--- config.mk ---
export PLATFORM = sky130hd
export DESIGN_NAME = gridworld_step
export DESIGN_NICKNAME = d
export VERILOG_FILES = /design/src/rtl/qlearn_pkg.sv /design/src/rtl/grid_move.sv /design/src/rtl/gridworld_step.sv
export SDC_FILE = /design/constraint.sdc
export NUM_CORES = 1
export LEC_CHECK = 0
export BUFFER_PORTS_ARGS = -buffer_cell sky130_fd_sc_hd__buf_2
export CAP_MARGIN = 5
export CORE_MARGIN = 4
export CORE_UTILIZATION = 45
export CTS_CLUSTER_SIZE = 14
export DETAILED_ROUTE_END_ITERATION = 6
export PLACE_DENSITY = 0.67
export SLEW_MARGIN = 15
export SYNTH_ARGS = -nofsm -noshare
export SYNTH_HDL_FRONTEND = slang
export SYNTH_SLANG_ARGS = --single-unit
--- constraint.sdc ---
create_clock -name clk -period 4.27 [get_ports clk]
set_input_delay 0.854 -clock clk [delete_from_list [all_inputs] [get_ports clk]]
set_output_delay 0.854 -clock clk [all_outputs]
set_load 0.02 [all_outputs]
--- src/rtl/qlearn_pkg.sv ---
// qlearn_pkg
// Shared definitions for the gridworld step engine:
//   - action_e     : 2-bit action encoding (up/down/right/left)
//   - REWARD_*     : signed 8-bit step rewards
//   - out_state_e  : state of the one-entry output register (EMPTY/FULL)
package qlearn_pkg;

    typedef enum logic [1:0] {
        ACT_UP    = 2'b00,
        ACT_DOWN  = 2'b01,
        ACT_RIGHT = 2'b10,
        ACT_LEFT  = 2'b11
    } action_e;

    localparam logic signed [7:0] REWARD_GOAL = 8'sd10;
    localparam logic signed [7:0] REWARD_STEP = -8'sd1;
    localparam logic signed [7:0] REWARD_BUMP = -8'sd2;

    typedef enum logic {
        ST_EMPTY = 1'b0,
        ST_FULL  = 1'b1
    } out_state_e;

endpackage

--- src/rtl/grid_move.sv ---
// grid_move
// Purely combinational move/boundary evaluation for one gridworld step.
// Optional feature macro: OBSTACLE_EN (cells flagged in OBST_MASK block moves).
// Ports:
//   st    in  current state index
//   at    in  action (action_e encoding)
//   nxt   out resulting state (st itself when the move is illegal or st is invalid)
//   moved out 1 when nxt differs from st
//   err   out 1 when st is outside the grid
module grid_move
    import qlearn_pkg::*;
#(
    parameter int GRID_W = 5,
    parameter int GRID_H = 5,
    parameter int SW     = $clog2(GRID_W * GRID_H)
`ifdef OBSTACLE_EN
    ,
    parameter logic [GRID_W*GRID_H-1:0] OBST_MASK = '0
`endif
) (
    input  logic [SW-1:0] st,
    input  logic [1:0]    at,
    output logic [SW-1:0] nxt,
    output logic          moved,
    output logic          err
);

    localparam int CELLS = GRID_W * GRID_H;

    logic [SW-1:0] row;
    logic [SW-1:0] col;
    logic [SW-1:0] target;
    logic          in_range;
    logic          legal;

    always_comb begin
        row      = st / SW'(GRID_W);
        col      = st % SW'(GRID_W);
        // One extra bit so a full power-of-two grid does not wrap to 0.
        in_range = ({1'b0, st} < (SW + 1)'(CELLS));
        target   = st;
        legal    = 1'b0;

        unique case (action_e'(at))
            ACT_UP: begin
                if (row != '0) begin
                    target = st - SW'(GRID_W);
                    legal  = 1'b1;
                end
            end
            ACT_DOWN: begin
                if (row < SW'(GRID_H - 1)) begin
                    target = st + SW'(GRID_W);
                    legal  = 1'b1;
                end
            end
            ACT_RIGHT: begin
                if (col < SW'(GRID_W - 1)) begin
                    target = st + SW'(1);
                    legal  = 1'b1;
                end
            end
            ACT_LEFT: begin
                if (col != '0) begin
                    target = st - SW'(1);
                    legal  = 1'b1;
                end
            end
            default: ;
        endcase

`ifdef OBSTACLE_EN
        // A blocked target cell behaves exactly like a wall bump.
        if (legal && in_range && OBST_MASK[target]) begin
            legal = 1'b0;
        end
`endif

        // Illegal moves stay put at st (never fall back to state 0).
        nxt   = (in_range && legal) ? target : st;
        moved = in_range && legal;
        err   = !in_range;
    end

endmodule

--- src/rtl/gridworld_step.sv ---
// gridworld_step
// One-step gridworld environment with a single-entry registered output stage.
// Optional feature macro: OBSTACLE_EN (enables OBST_MASK blocked cells).
// Ports:
//   clk, rst              clock and synchronous active-high reset
//   st, at, valid_in      request (state, action), accepted when ready_out
//   ready_out             !valid_out || ready_in, held low during reset
//   next_state, reward    registered step result
//   moved, done, err      registered result flags
//   valid_out, ready_in   result handshake
//   step_cnt              steps taken in the current episode
module gridworld_step
    import qlearn_pkg::*;
#(
    parameter int GRID_W     = 5,
    parameter int GRID_H     = 5,
    parameter int GOAL_STATE = 24,
    parameter int MAX_STEPS  = 64,
    parameter logic [GRID_W*GRID_H-1:0] OBST_MASK = '0,
    localparam int SW        = $clog2(GRID_W * GRID_H)
) (
    input  logic              clk,
    input  logic              rst,
    input  logic [SW-1:0]     st,
    input  logic [1:0]        at,
    input  logic              valid_in,
    output logic              ready_out,
    output logic [SW-1:0]     next_state,
    output logic signed [7:0] reward,
    output logic              moved,
    output logic              done,
    output logic              err,
    output logic              valid_out,
    input  logic              ready_in,
    output logic [15:0]       step_cnt
);

    out_state_e        state_q, state_d;
    logic [SW-1:0]     next_state_q, next_state_d;
    logic signed [7:0] reward_q, reward_d;
    logic              moved_q, moved_d;
    logic              done_q, done_d;
    logic              err_q, err_d;
    logic [15:0]       step_cnt_q, step_cnt_d;

    logic [SW-1:0]     mv_nxt;
    logic              mv_moved;
    logic              mv_err;
    logic              accept;
    logic              at_goal;
    logic [15:0]       cnt_inc;

    grid_move #(
        .GRID_W    (GRID_W),
        .GRID_H    (GRID_H),
        .SW        (SW)
`ifdef OBSTACLE_EN
        ,
        .OBST_MASK (OBST_MASK)
`endif
    ) u_move (
        .st    (st),
        .at    (at),
        .nxt   (mv_nxt),
        .moved (mv_moved),
        .err   (mv_err)
    );

    assign valid_out = (state_q == ST_FULL);
    assign ready_out = !rst && (!valid_out || ready_in);
    assign accept    = valid_in && ready_out;

    always_comb begin
        state_d      = state_q;
        next_state_d = next_state_q;
        reward_d     = reward_q;
        moved_d      = moved_q;
        done_d       = done_q;
        err_d        = err_q;
        step_cnt_d   = step_cnt_q;
        cnt_inc      = step_cnt_q + 16'd1;
        at_goal      = (mv_nxt == SW'(GOAL_STATE));

        unique case (state_q)
            ST_EMPTY: if (accept) state_d = ST_FULL;
            // Accept while draining keeps the slot full: one result per cycle.
            ST_FULL:  if (ready_in && !accept) state_d = ST_EMPTY;
            default:  state_d = ST_EMPTY;
        endcase

        if (accept) begin
            next_state_d = mv_nxt;
            moved_d      = mv_moved;
            err_d        = mv_err;
            if (mv_err) begin
                // Invalid state: penalise, but leave the episode untouched.
                reward_d = REWARD_BUMP;
                done_d   = 1'b0;
            end else begin
                if (at_goal) begin
                    reward_d = REWARD_GOAL;
                end else if (!mv_moved) begin
                    reward_d = REWARD_BUMP;
                end else begin
                    reward_d = REWARD_STEP;
                end
                done_d     = at_goal || (cnt_inc == 16'(MAX_STEPS));
                // Episode end restarts the count so the next step is step 1.
                step_cnt_d = done_d ? 16'd0 : cnt_inc;
            end
        end
    end

    always_ff @(posedge clk) begin
        if (rst) begin
            state_q      <= ST_EMPTY;
            next_state_q <= '0;
            reward_q     <= '0;
            moved_q      <= 1'b0;
            done_q       <= 1'b0;
            err_q        <= 1'b0;
            step_cnt_q   <= '0;
        end else begin
            state_q      <= state_d;
            next_state_q <= next_state_d;
            reward_q     <= reward_d;
            moved_q      <= moved_d;
            done_q       <= done_d;
            err_q        <= err_d;
            step_cnt_q   <= step_cnt_d;
        end
    end

    assign next_state = next_state_q;
    assign reward     = reward_q;
    assign moved      = moved_q;
    assign done       = done_q;
    assign err        = err_q;
    assign step_cnt   = step_cnt_q;

endmodule
# ---- After elaboration in Yosys (flattened, before gate mapping)
# Cells that the tools add are included.
dict set report classes {
  add_sub_neg 5
  bitwise_logic 1
  div_mod_pow 2
  magnitude_cmp 3
  n_reduce_logical 14
  muxes 19
  n_eq_ne 5
}
# op count
set ops {}
lappend ops {{two-way mux 5 bit} 5}
lappend ops {{one-hot mux 5 bit (4 select lines)} 1}
lappend ops {{adder 16 x 1 -> 16 bit (second input constant)} 1}
lappend ops {{== test 16 x 7 -> 1 bit (second input constant)} 1}
lappend ops {{two-way mux 16 bit} 1}
lappend ops {{two-way mux 8 bit} 2}
lappend ops {{less-than comparator 5 x 3 -> 1 bit (second input constant)} 2}
lappend ops {{nonzero test 5 bit} 2}
lappend ops {{two-way mux 1 bit} 8}
lappend ops {{adder 5 x 1 -> 5 bit (second input constant)} 1}
lappend ops {{adder 5 x 3 -> 5 bit (second input constant)} 1}
lappend ops {{divider 5 x 3 -> 5 bit (second input constant)} 1}
lappend ops {{== test 5 bit (second input constant)} 1}
lappend ops {{less-than comparator 5 bit (second input constant)} 1}
lappend ops {{remainder unit 5 x 3 -> 5 bit (second input constant)} 1}
lappend ops {{subtractor 5 x 1 -> 5 bit (second input constant)} 1}
lappend ops {{subtractor 5 x 3 -> 5 bit (second input constant)} 1}
lappend ops {{== test 2 bit (second input constant)} 2}
lappend ops {{logical AND 1 bit} 4}
lappend ops {{logical NOT 1 bit} 4}
lappend ops {{one-hot mux 1 bit (4 select lines)} 1}
lappend ops {{== test 2 x 1 -> 1 bit (second input constant)} 1}
lappend ops {{logical NOT 2 bit} 1}
lappend ops {{logical OR 1 bit} 2}
lappend ops {{other kinds (3)} 3}
dict set report totals {
  in_bits 11
  ff_bits 33
  elab_cells 56
  out_inout_bits 34
}

# ---- Longest topological paths before layout
# Gate-level depths: netlist of run 1.
dict set report depth {
  word_depth 9
  depth_mapped 15
}

# ---- By module
# From an unflattened synthesis of run 1, not the netlist that was laid out.
dict set report hier_totals {
  cells_unflattened 324
  hier_area_um2 2459.9
}
# module n_inst cells_per_inst seq_area_each_um2 area_per_inst_um2
set by_module_without_submodules {}
lappend by_module_without_submodules {gridworld_step 1 180 560.5 1421.4}
lappend by_module_without_submodules {grid_move 1 144 0.0 1038.5}

# ---- Worst setup path before layout of run 1
# No wires, ideal clock.
dict set report synth_path {
  kind {in2reg}
  from {input st[2]}
  to {register step_cnt_q[15] (netlist: step_cnt[15])}
  required_ns 4.148
  path_slack_ns 0.317
  arrival_ns 3.832
  setup_ns 0.122
  stages 14
  n_path_buf 2
  cell_sequence {buf_6 -> buf_2 -> inv_2 -> ha_1 -> and2_4 -> o41ai_1 -> mux2_4 -> a211oi_4 -> or4_4 -> o21ai_1 -> and3_4 -> nand3_1 -> o2111a_1 -> a221o_1}
}
dict set report synth_between {
  elab_chain_len 9
  word_cells_on_any_way 27
}
# item line
set synth_rtl {}
lappend synth_rtl {{from (decl)} gridworld_step.sv:24} ;# input logic [SW-1:0] st,
lappend synth_rtl {{remainder unit 5 x 3 -> 5 bit or divider 5 x 3 -> 5 bit (tied branches)} {grid_move.sv:38, grid_move.sv:37}}
lappend synth_rtl {{less-than comparator 5 x 3 -> 1 bit, or another cell as far along} grid_move.sv:58} ;# if (col < SW'(GRID_W - 1)) begin
lappend synth_rtl {{two-way mux 1 bit (on tied branches)} n/a}
lappend synth_rtl {{one-hot mux 1 bit (4 select lines)} grid_move.sv:44} ;# unique case (action_e'(at))
lappend synth_rtl {{logical AND 1 bit} grid_move.sv:80} ;# nxt = (in_range && legal) ? target : st;
lappend synth_rtl {{two-way mux 5 bit} grid_move.sv:80}
lappend synth_rtl {{== test 5 bit} gridworld_step.sv:82} ;# at_goal = (mv_nxt == SW'(GOAL_STATE));
lappend synth_rtl {{logical OR 1 bit} gridworld_step.sv:107} ;# done_d = at_goal || (cnt_inc == 16'(MAX_STEPS));
lappend synth_rtl {{two-way mux 16 bit} gridworld_step.sv:109} ;# step_cnt_d = done_d ? 16'd0 : cnt_inc;
lappend synth_rtl {{to (signal assigned)} gridworld_step.sv:130} ;# step_cnt_q <= step_cnt_d;
lappend synth_rtl {{to (decl)} gridworld_step.sv:44} ;# logic [15:0] step_cnt_q, step_cnt_d;
# Parallel ways exist; a longest one is shown, timed or not.
# A chain may end at the register's enable or synchronous reset.

# ---- Worst setup path in the final report of run 1
dict set report layout_path {
  from {input st[3]}
  to {register step_cnt_q[12] (netlist: step_cnt[12])}
}
# Same word-level chain as after synthesis.

==> flow_summary_export.csv, run 1 <==
group,metric,value,unit
timing,setup_viol,0,
critical_path,critPathMaxFanout,13,
synth,post-synth-top-count-cell,"nand2_1",
timing,tns,0,ns
global_route,grt_pass1_wl,10.9,mm
status,status,"finished clean",
drt,routed.top_layer,"met4",
drt,avgViaCountPerCell,5.99,
timing,rsz0062_at_grt,"false",
timing,holdWs,0.462,ns
die,initial_core_util,46.9,%
drt,met2WireLength,2.89,mm
die,num_io_pins,45,
cells_and_area,drive_gt1_share,21.2,%
clocking,clk_latency,0.28,ns
drt,drt_iter0_drc,195,
timing,period_minus_slack,3.85,ns
synth,async_reset_ff_share,0,%
timing,hold_viol,0,
synth,yosys_warnings,0,
run,maxCapViolCount,0,
critical_path,start_kind,"input pin",
clocking,clock_sinks,28,
synth,syn_area_per_cell,7.63,µm²
critical_path,path_class,"in -> reg",
die,dieArea,6630,µm²
synth,ys_seq_area_share,23.1,%
timing,max_freq,260,MHz
critical_path,crit_path_top_delay_cell,"or3_1",
critical_path,cp_top_family,"compound AO/OA/AOI/OAI gates",
critical_path,crit_top_cell,"o31ai_1",
synth,syn_area,2420,µm²
global_route,grtUsageTotal,20.6,%
clocking,h-tree-depth,1,
drt,drc,0,
power,power.density,261,nW/µm²
drt,wirelength_met1,3.05,mm
cells_and_area,finalNetCount,380,
placed_design,portBuffers,44,
clocking,cts_setup_buffers,0,
power,power.leakage,1.18,nW
synth,synth_cells,318,
cells_and_area,utilization,53.8,%
critical_path,required,4.45,ns
drt,vias,2570,
cells_and_area,antenna_cells_inserted,0,
clocking,hold_buffers,0,
power,peakVddDrop,195,µV
synth,synth_area_leaders,"dfxtp_1, nand2_1, ha_1",
synth,ys_ff_latch,28,
global_route,antenna_found_initial,0,
synth,ys.flop_type,"dfxtp_1",
drt,drtAntennaViolNets,0,
clocking,cts_tree,"done",
critical_path,reg2reg_setup_slack,1.17,ns
placed_design,dp.cells,425,
placed_design,gp_congestion,0.925,
timing,worst_slew_pin_slew,0.580,ns
critical_path,arrival,4.03,ns
timing,final_max_slew_viol_count,0,
min_path,min_path_type,"reg -> reg",
clocking,cts_resized,0,
global_route,grt_max_degree,22,
synth,yosysTopAreaCell,"dfxtp_1",
clocking,cts_made_buffers,3,
clocking,cts_root_buf,"clkbuf_8",
global_route,grt-ovfl-total,0,
drt,wl_met3,590,µm
die,core_area,5170,µm²
synth,synth_fp_nets,338,
drt,dr.pass1.iters,5,
timing,slew_headroom,61.0,%
synth,yosys-top-cells-count,"nand2_1, dfxtp_1, nor2_1",
die,placementRows,26,
drt,wl,6.66,mm
timing,period_share,90.1,%
cells_and_area,fin_cells,429,
critical_path,path_cells,"buf_2 > inv_1 > ha_1 > a21oi_1 > or3_1 > a32o_2 > a221oi_1 > o31ai_1 > o31ai_1 > and3_4 > a311oi_4 > buf_4 > a21o_1 > a22o_1",
clocking,cts_buffer_depth,2,
synth,synth-edff-count,0,
global_route,first_global_vias,2234,
die,die_w,81.4,µm
critical_path,critical_path_buf_inv_count,3,
critical_path,critPathCaptureType,"flip-flop",
clocking,clk_pin_slew,0.11,ns
synth,synth_top_area_share,23.1,%
placed_design,hpwl,5.08,mm
drt,wl_per_cell,15.5,µm
synth,ys_types,67,
cells_and_area,syn2layout_area_growth,14.7,%
die,fp.dieH,81.4,µm
timing,fin_skew,0.00820,ns
critical_path,max_stage_delay,0.37,ns
## report_power, final
group / internal (W) / switching (W)
sequential: 0.000273 / 0.00000807
clock: 0.000126 / 0.0000870
combinational: 0.0000874 / 0.000143
## through the flow
| step | area, µm² | worst slack [ns] | total power (W) |
|---|---|---|---|
| CTS | 2780 | 0.450 | 0.000726 |
| finish | 2780 | 0.421 | 0.000725 |
| global placement | 2710 | 0.145 | 0.000514 |
| global route | 2780 | 0.0812 | 0.000764 |
| floorplan | 2420 | 0.317 | 0.000457 |
| detailed placement | 2710 | 0.168 | 0.000515 |
## routing by layer
metal  track usage [%]  vias up
met1              29.0     1149
met2              32.6      140
met4              5.74        0
met3              2.66       12
met5                 0        -
li1                  -     1269
## cells by family (layout without fill, tap and decap cells)
group	after synthesis	in the layout	share of synthesized area (%)
compound gates	94	94	28.8
xor+xnor	11	11	3.97
fa+ha+maj	9	9	4.64
buf+inv	30	71	6.35
flops	28	28	23.1
mux	8	8	3.56
simple gates	138	138	29.6
## final timing paths
check,start,end,cells past startpoint
min,done,done,2
min reg2reg,done,done,2
max,st[3],step_cnt[12],14
max reg2reg,step_cnt[0],step_cnt[12],11
## flip-flops by register name, summed over array words and instances (netlist names)
signal and cells:
done 1, err 1, moved 1, next_state 5, reward 3, step_cnt 16, valid_out 1
## tightest hold or removal path, stage by stage (launching register included)
cell and delay, ns:
dfxtp_1 0.32, nand2_1 0.05, a21oi_1 0.05
## placed cells by master (no fill, tap or decap), types with 4 or more instances in the layout
cell type,count
mux2i_1,6
nand3_1,15
inv_1,10
buf_4,12
a31oi_1,4
xnor2_1,7
a21o_1,4
buf_2,44
o21ai_0,10
nor3_1,11
xor2_1,4
a21oi_1,17
ha_1,9
nand2b_1,8
dfxtp_1,28
nand2_1,36
and3_1,11
nor2_1,26
nor4_1,4
and2_1,5
o21ai_1,13
o211ai_1,4
## area by class of cell
type,instances,area (µm²)
Clock buffer,3,41.3
Sequential cell,28,561
Timing Repair Buffer,56,310
Multi-Input combinational cell,260,1710
Inverter,11,41.3
Clock inverter,1,30.0
Fill cell,506,2390
Tap cell,70,87.6
No activity file was read; power rests on OpenSTA's default activity.
==> run 2, diff against run 1 <==
==> constraint.sdc (replaced) <==
create_clock -name clk -period 4.27 [get_ports clk]
set_input_delay 0 -clock clk [delete_from_list [all_inputs] [get_ports clk]]
set_output_delay 0 -clock clk [all_outputs]
set_load 0.02 [all_outputs]
==> run 2 against run 1 <==
- power shrank 1.0%
- clock power is essentially flat
- maximum frequency grew 11%
- core utilization shrank 1.4 points
- sequential share of layout area grew 0.52 points
- global-route usage is essentially flat
- die area is the same
- sequential cell count is the same
- clock skew grew 0.0027 ns
- worst hold slack lost 0.46 ns
- first-iteration DRC count shrank 14%
- critical endpoint is now step_cnt[15]
- largest cell class unchanged
- largest power group unchanged
- highest routed layer unchanged
==> flow_summary_export.csv, run 2 (synthesis results as in run 1) <==
group,metric,value,unit
critical_path,critPathCaptureType,"flip-flop",
critical_path,critPathMaxFanout,17,
timing,max_freq,289,MHz
global_route,grt_pass1_wl,10.8,mm
die,core_area,5170,µm²
timing,rsz0062_at_grt,"false",
critical_path,path_class,"in -> reg",
status,status,"finished clean",
power,power.leakage,1.13,nW
clocking,clk_latency,0.28,ns
timing,setup_ws,0.815,ns
timing,period_minus_slack,3.46,ns
timing,period_share,80.9,%
timing,tns,0,ns
clocking,cts_root_buf,"clkbuf_8",
cells_and_area,antenna_cells_inserted,0,
critical_path,max_stage_delay,0.41,ns
power,peakVddDrop,192,µV
die,dieArea,6630,µm²
cells_and_area,utilization,52.4,%
die,die_w,81.4,µm
critical_path,crit_path_top_delay_cell,"a211oi_2",
die,placementRows,26,
die,initial_core_util,46.9,%
placed_design,hpwl,4.96,mm
timing,fin_skew,0.0109,ns
clocking,cts_buffer_depth,2,
critical_path,path_cells,"buf_2 > inv_1 > ha_1 > a211oi_2 > o21ai_2 > a32o_2 > a221oi_1 > o31ai_1 > o31ai_1 > and3_4 > nand3_1 > o2111a_1 > a221o_1",
placed_design,dpl_cell_area,2630,µm²
cells_and_area,final_common_cell,"buf_2",
cells_and_area,drive_gt1_share,18.9,%
global_route,grt-ovfl-total,0,
clocking,clk_pin_slew,0.11,ns
power,finalPower,0.000717,W
cells_and_area,largest_register_ffs,16,
critical_path,cp_top_family,"compound AO/OA/AOI/OAI gates",
cells_and_area,layout_common_cells,"buf_2, nand2_1, dfxtp_1",
timing,worst_slew_pin_slew,0.695,ns
critical_path,arrival,3.64,ns
power,power.density,264,nW/µm²
clocking,cts_made_buffers,3,
drt,dr.pass1.iters,5,
global_route,grtUsageTotal,20.6,%
critical_path,start_kind,"input pin",
cells_and_area,n_fill_cell,520,
clocking,h-tree-depth,1,
drt,wl_per_cell,16.0,µm
clocking,clock_sinks,28,
clocking,cts_resized,0,
timing,final_max_slew_viol_count,0,
critical_path,crit_top_cell,"o31ai_1",
drt,vias,2532,
drt,wl,6.69,mm
critical_path,critical_path_buf_inv_count,2,
timing,slew_headroom,53.6,%
cells_and_area,multi_input_area,1710,µm²
cells_and_area,syn2layout_area_growth,11.8,%
drt,drt_iter0_drc,167,
cells_and_area,finalNetCount,370,
timing,setup_viol,0,
timing,hold_viol,0,
placed_design,portBuffers,44,
clocking,cts_tree,"done",
cells_and_area,stdcell_area,2710,µm²
min_path,min_path_type,"in -> reg",
drt,avgViaCountPerCell,6.04,
placed_design,place_ws,0.640,ns
cells_and_area,final-seq-area,561,µm²
die,fp.dieH,81.4,µm
global_route,first_global_vias,2201,
drt,drtAntennaViolNets,0,
drt,drc,0,
run,maxCapViolCount,0,
placed_design,gp_congestion,0.986,
global_route,grt_max_degree,22,
die,num_io_pins,45,
critical_path,required,4.45,ns
global_route,antenna_found_initial,0,
==> run 2: layer usage <==
layer  up-vias  global-route usage (%)  part of all wire (%)
li1       1244                       -                     -
met1      1177                    30.2                    47
met2       109                    32.5                    46
met3         2                    2.77                   7.2
met4         0                    3.04                  0.34
met5         -                       0                     0
==> run 2: layout make-up <==
cell class / count / share of cell area (%)
clock inverter: 1 / 1.11
inverter: 11 / 1.52
tap: 70 / 3.23
multi-input combinational: 260 / 63.2
clock buffer: 3 / 1.52
timing repair buffer: 46 / 8.77
sequential: 28 / 20.7
==> run 2: through the flow <==
stage	hold WS (ns)	instances
floorplan	0.0915	318
global placement	0.242	414
detailed placement	0.256	414
CTS	0.00208	419
global route	0.0433	419
finish	0.00509	419
==> run 2: final timing paths <==
kind,startpoint,endpoint,slack [ns],cells after the start
min reg2reg,done,done,0.46,2
min,ready_in,valid_out,0.005,4
max,st[3],step_cnt[15],0.81,13
max reg2reg,step_cnt[0],step_cnt[12],1.23,10
==> run 2: repair_timing <==
action                                  in CTS  in global routing
hold endpoints to repair                     1                  0
hold buffers                                 1                  0
endpoints found under the setup margin       0                  0
buffers inserted                             0                  0
==> run 2: report_power, final <==
group	internal (W)	leakage [nW]	switching (W)
clock	0.000126	0.0357	0.0000866
combinational	0.0000808	0.866	0.000143
sequential	0.000273	0.228	0.00000800
==> run 2: tightest hold or removal path: cells and delay by family <==
kind	cells	cell delay, ns
buf+inv	1	0.08
simple gates	3	0.16
==> run 3, diff against run 2 <==
- clock period: 4.27 -> 3.63 ns (I/O delays scaled with it)
==> run 3 against run 2 <==
- clock power up 15%
- sequential power up 18%
- critical path depth down 2
- critical path type is now reg -> reg
==> flow_summary_export.csv, run 3 (synthesis results as in run 1) <==
group,metric,value,unit
power,finalPower,0.000844,W
global_route,grtUsageTotal,20.3,%
global_route,grt-ovfl-total,0,
timing,period_minus_slack,3.03,ns
die,num_io_pins,45,
global_route,grt_max_degree,22,
clocking,hold_buffers,1,
drt,wl_per_cell,15.2,µm
drt,avgViaCountPerCell,5.98,
die,core_area,5170,µm²
die,initial_core_util,46.9,%
drt,drt_iter0_drc,155,
timing,fin_skew,0.0101,ns
cells_and_area,finalNetCount,380,
critical_path,start_kind,"flip-flop",
timing,max_freq,330,MHz
placed_design,gp_congestion,0.984,
power,clkPwrFrac,28.9,%
timing,period_share,83.4,%
min_path,min_path_type,"in -> reg",
critical_path,critPathMaxFanout,13,
clocking,clock_sinks,28,
placed_design,portBuffers,44,
timing,hold_viol,0,
clocking,cts_root_buf,"clkbuf_8",
cells_and_area,final-seq-area,561,µm²
power,power.leakage,1.18,nW
global_route,first_global_vias,2261,
cells_and_area,layout_common_cells,"buf_2, nand2_1, dfxtp_1",
clocking,h-tree-depth,1,
timing,worst_slew_pin_slew,0.540,ns
placed_design,dpl_cell_area,2700,µm²
placed_design,hpwl,5.01,mm
critical_path,arrival,3.21,ns
cells_and_area,antenna_cells_inserted,0,
power,power.density,303,nW/µm²
timing,tns,0,ns
cells_and_area,syn2layout_area_growth,14.8,%
cells_and_area,largest_register_ffs,16,
timing,final_max_slew_viol_count,0,
cells_and_area,n_fill_cell,498,
clocking,cts_made_buffers,3,
global_route,antenna_found_initial,0,
timing,slew_headroom,63.7,%
status,status,"finished clean",
drt,wl,6.53,mm
clocking,clk_latency,0.27,ns
critical_path,path_class,"reg -> reg",
drt,dr.pass1.iters,5,
critical_path,required,3.81,ns
timing,holdWs,0.0121,ns
cells_and_area,multi_input_area,1710,µm²
drt,drc,0,
power,p_sw,0.000273,W
power,netSwitchingFraction,32.4,%
drt,vias,2564,
critical_path,critPathCaptureType,"flip-flop",
cells_and_area,drive_gt1_share,20.9,%
clocking,cts_tree,"done",
drt,drtAntennaViolNets,0,
run,maxCapViolCount,0,
power,peakVddDrop,174,µV
die,fp.dieH,81.4,µm
power,seq_power_share,39.2,%
power,p_int,0.000571,W
timing,setup_viol,0,
die,placementRows,26,
cells_and_area,final_common_cell,"buf_2",
timing,rsz0062_at_grt,"false",
global_route,grt_pass1_wl,10.8,mm
cells_and_area,stdcell_area,2780,µm²
die,die_w,81.4,µm
clocking,clk_pin_slew,0.10,ns
clocking,cts_resized,0,
clocking,cts_buffer_depth,2,
die,dieArea,6630,µm²
clocking,cts_setup_buffers,0,
power,pwr-share-comb,31.9,%
==> run 3: cell types whose count changed in the layout (fill, tap and decap cells not counted) <==
cell    before  now
buf_4        1   11
nor2_1      25   26
nor2_2       1    0
==> run 3: final timing paths <==
check | depth (start not counted) | slack, ns | endpoint | startpoint
max | 11 | 0.60 | step_cnt[12] | step_cnt[2]
min | 4 | 0.01 | valid_out | ready_in
max reg2reg | 11 | 0.60 | step_cnt[12] | step_cnt[2]
min reg2reg | 2 | 0.47 | done | done
==> run 3: critical path, stage by stage, from the launching register on <==
cell and delay, ns:
dfxtp_1 0.47, and4_1 0.27, and2_1 0.25, nand4_1 0.20, or2_1 0.34, mux2i_1 0.18, o21ai_0 0.10, nor3_1 0.49
a311oi_4 0.08, buf_4 0.21, a21o_1 0.18, a22o_1 0.16
==> run 3: per-layer routing <==
metal  share of wire (%)  track usage [%]  wire (µm)  vias to the layer above
met5                   0                0          0                        -
met4                 1.1             5.57         74                        0
met3                 8.3             2.55        540                        6
met2                  45             32.2       2910                      111
met1                  46             28.8       3000                     1179
li1                    -                -          -                     1268
==> run 3: stage by stage <==
step | utilization (%) | instances | worst slack [ns]
after floorplan | - | 318 | 0.531
after global placement | 52.2 | 424 | 0.373
after detailed placement | 52.2 | 424 | 0.347
after CTS | 53.8 | 429 | 0.611
after global routing | 53.8 | 429 | 0.305
final | 53.8 | 429 | 0.601
==> run 3: area by class of cell <==
cell class / instances / share of cell area [%]
multi-input cells: 260 / 61.4
flip-flops and latches: 28 / 20.1
repair buffers: 56 / 11.2
well taps: 70 / 3.15
clock buffers: 3 / 1.48
inverters: 11 / 1.48
clock inverters: 1 / 1.08
==> run 3: power groups by stage <==
stage / Sequential [W] / Combinational [W] / Clock [W]
floorplan: 0.000355 / 0.000183 / 0
global placement: 0.000337 / 0.000265 / 0
detailed placement: 0.000338 / 0.000265 / 0
CTS: 0.000331 / 0.000267 / 0.000252
global route: 0.000333 / 0.000292 / 0.000265
finish: 0.000331 / 0.000269 / 0.000244
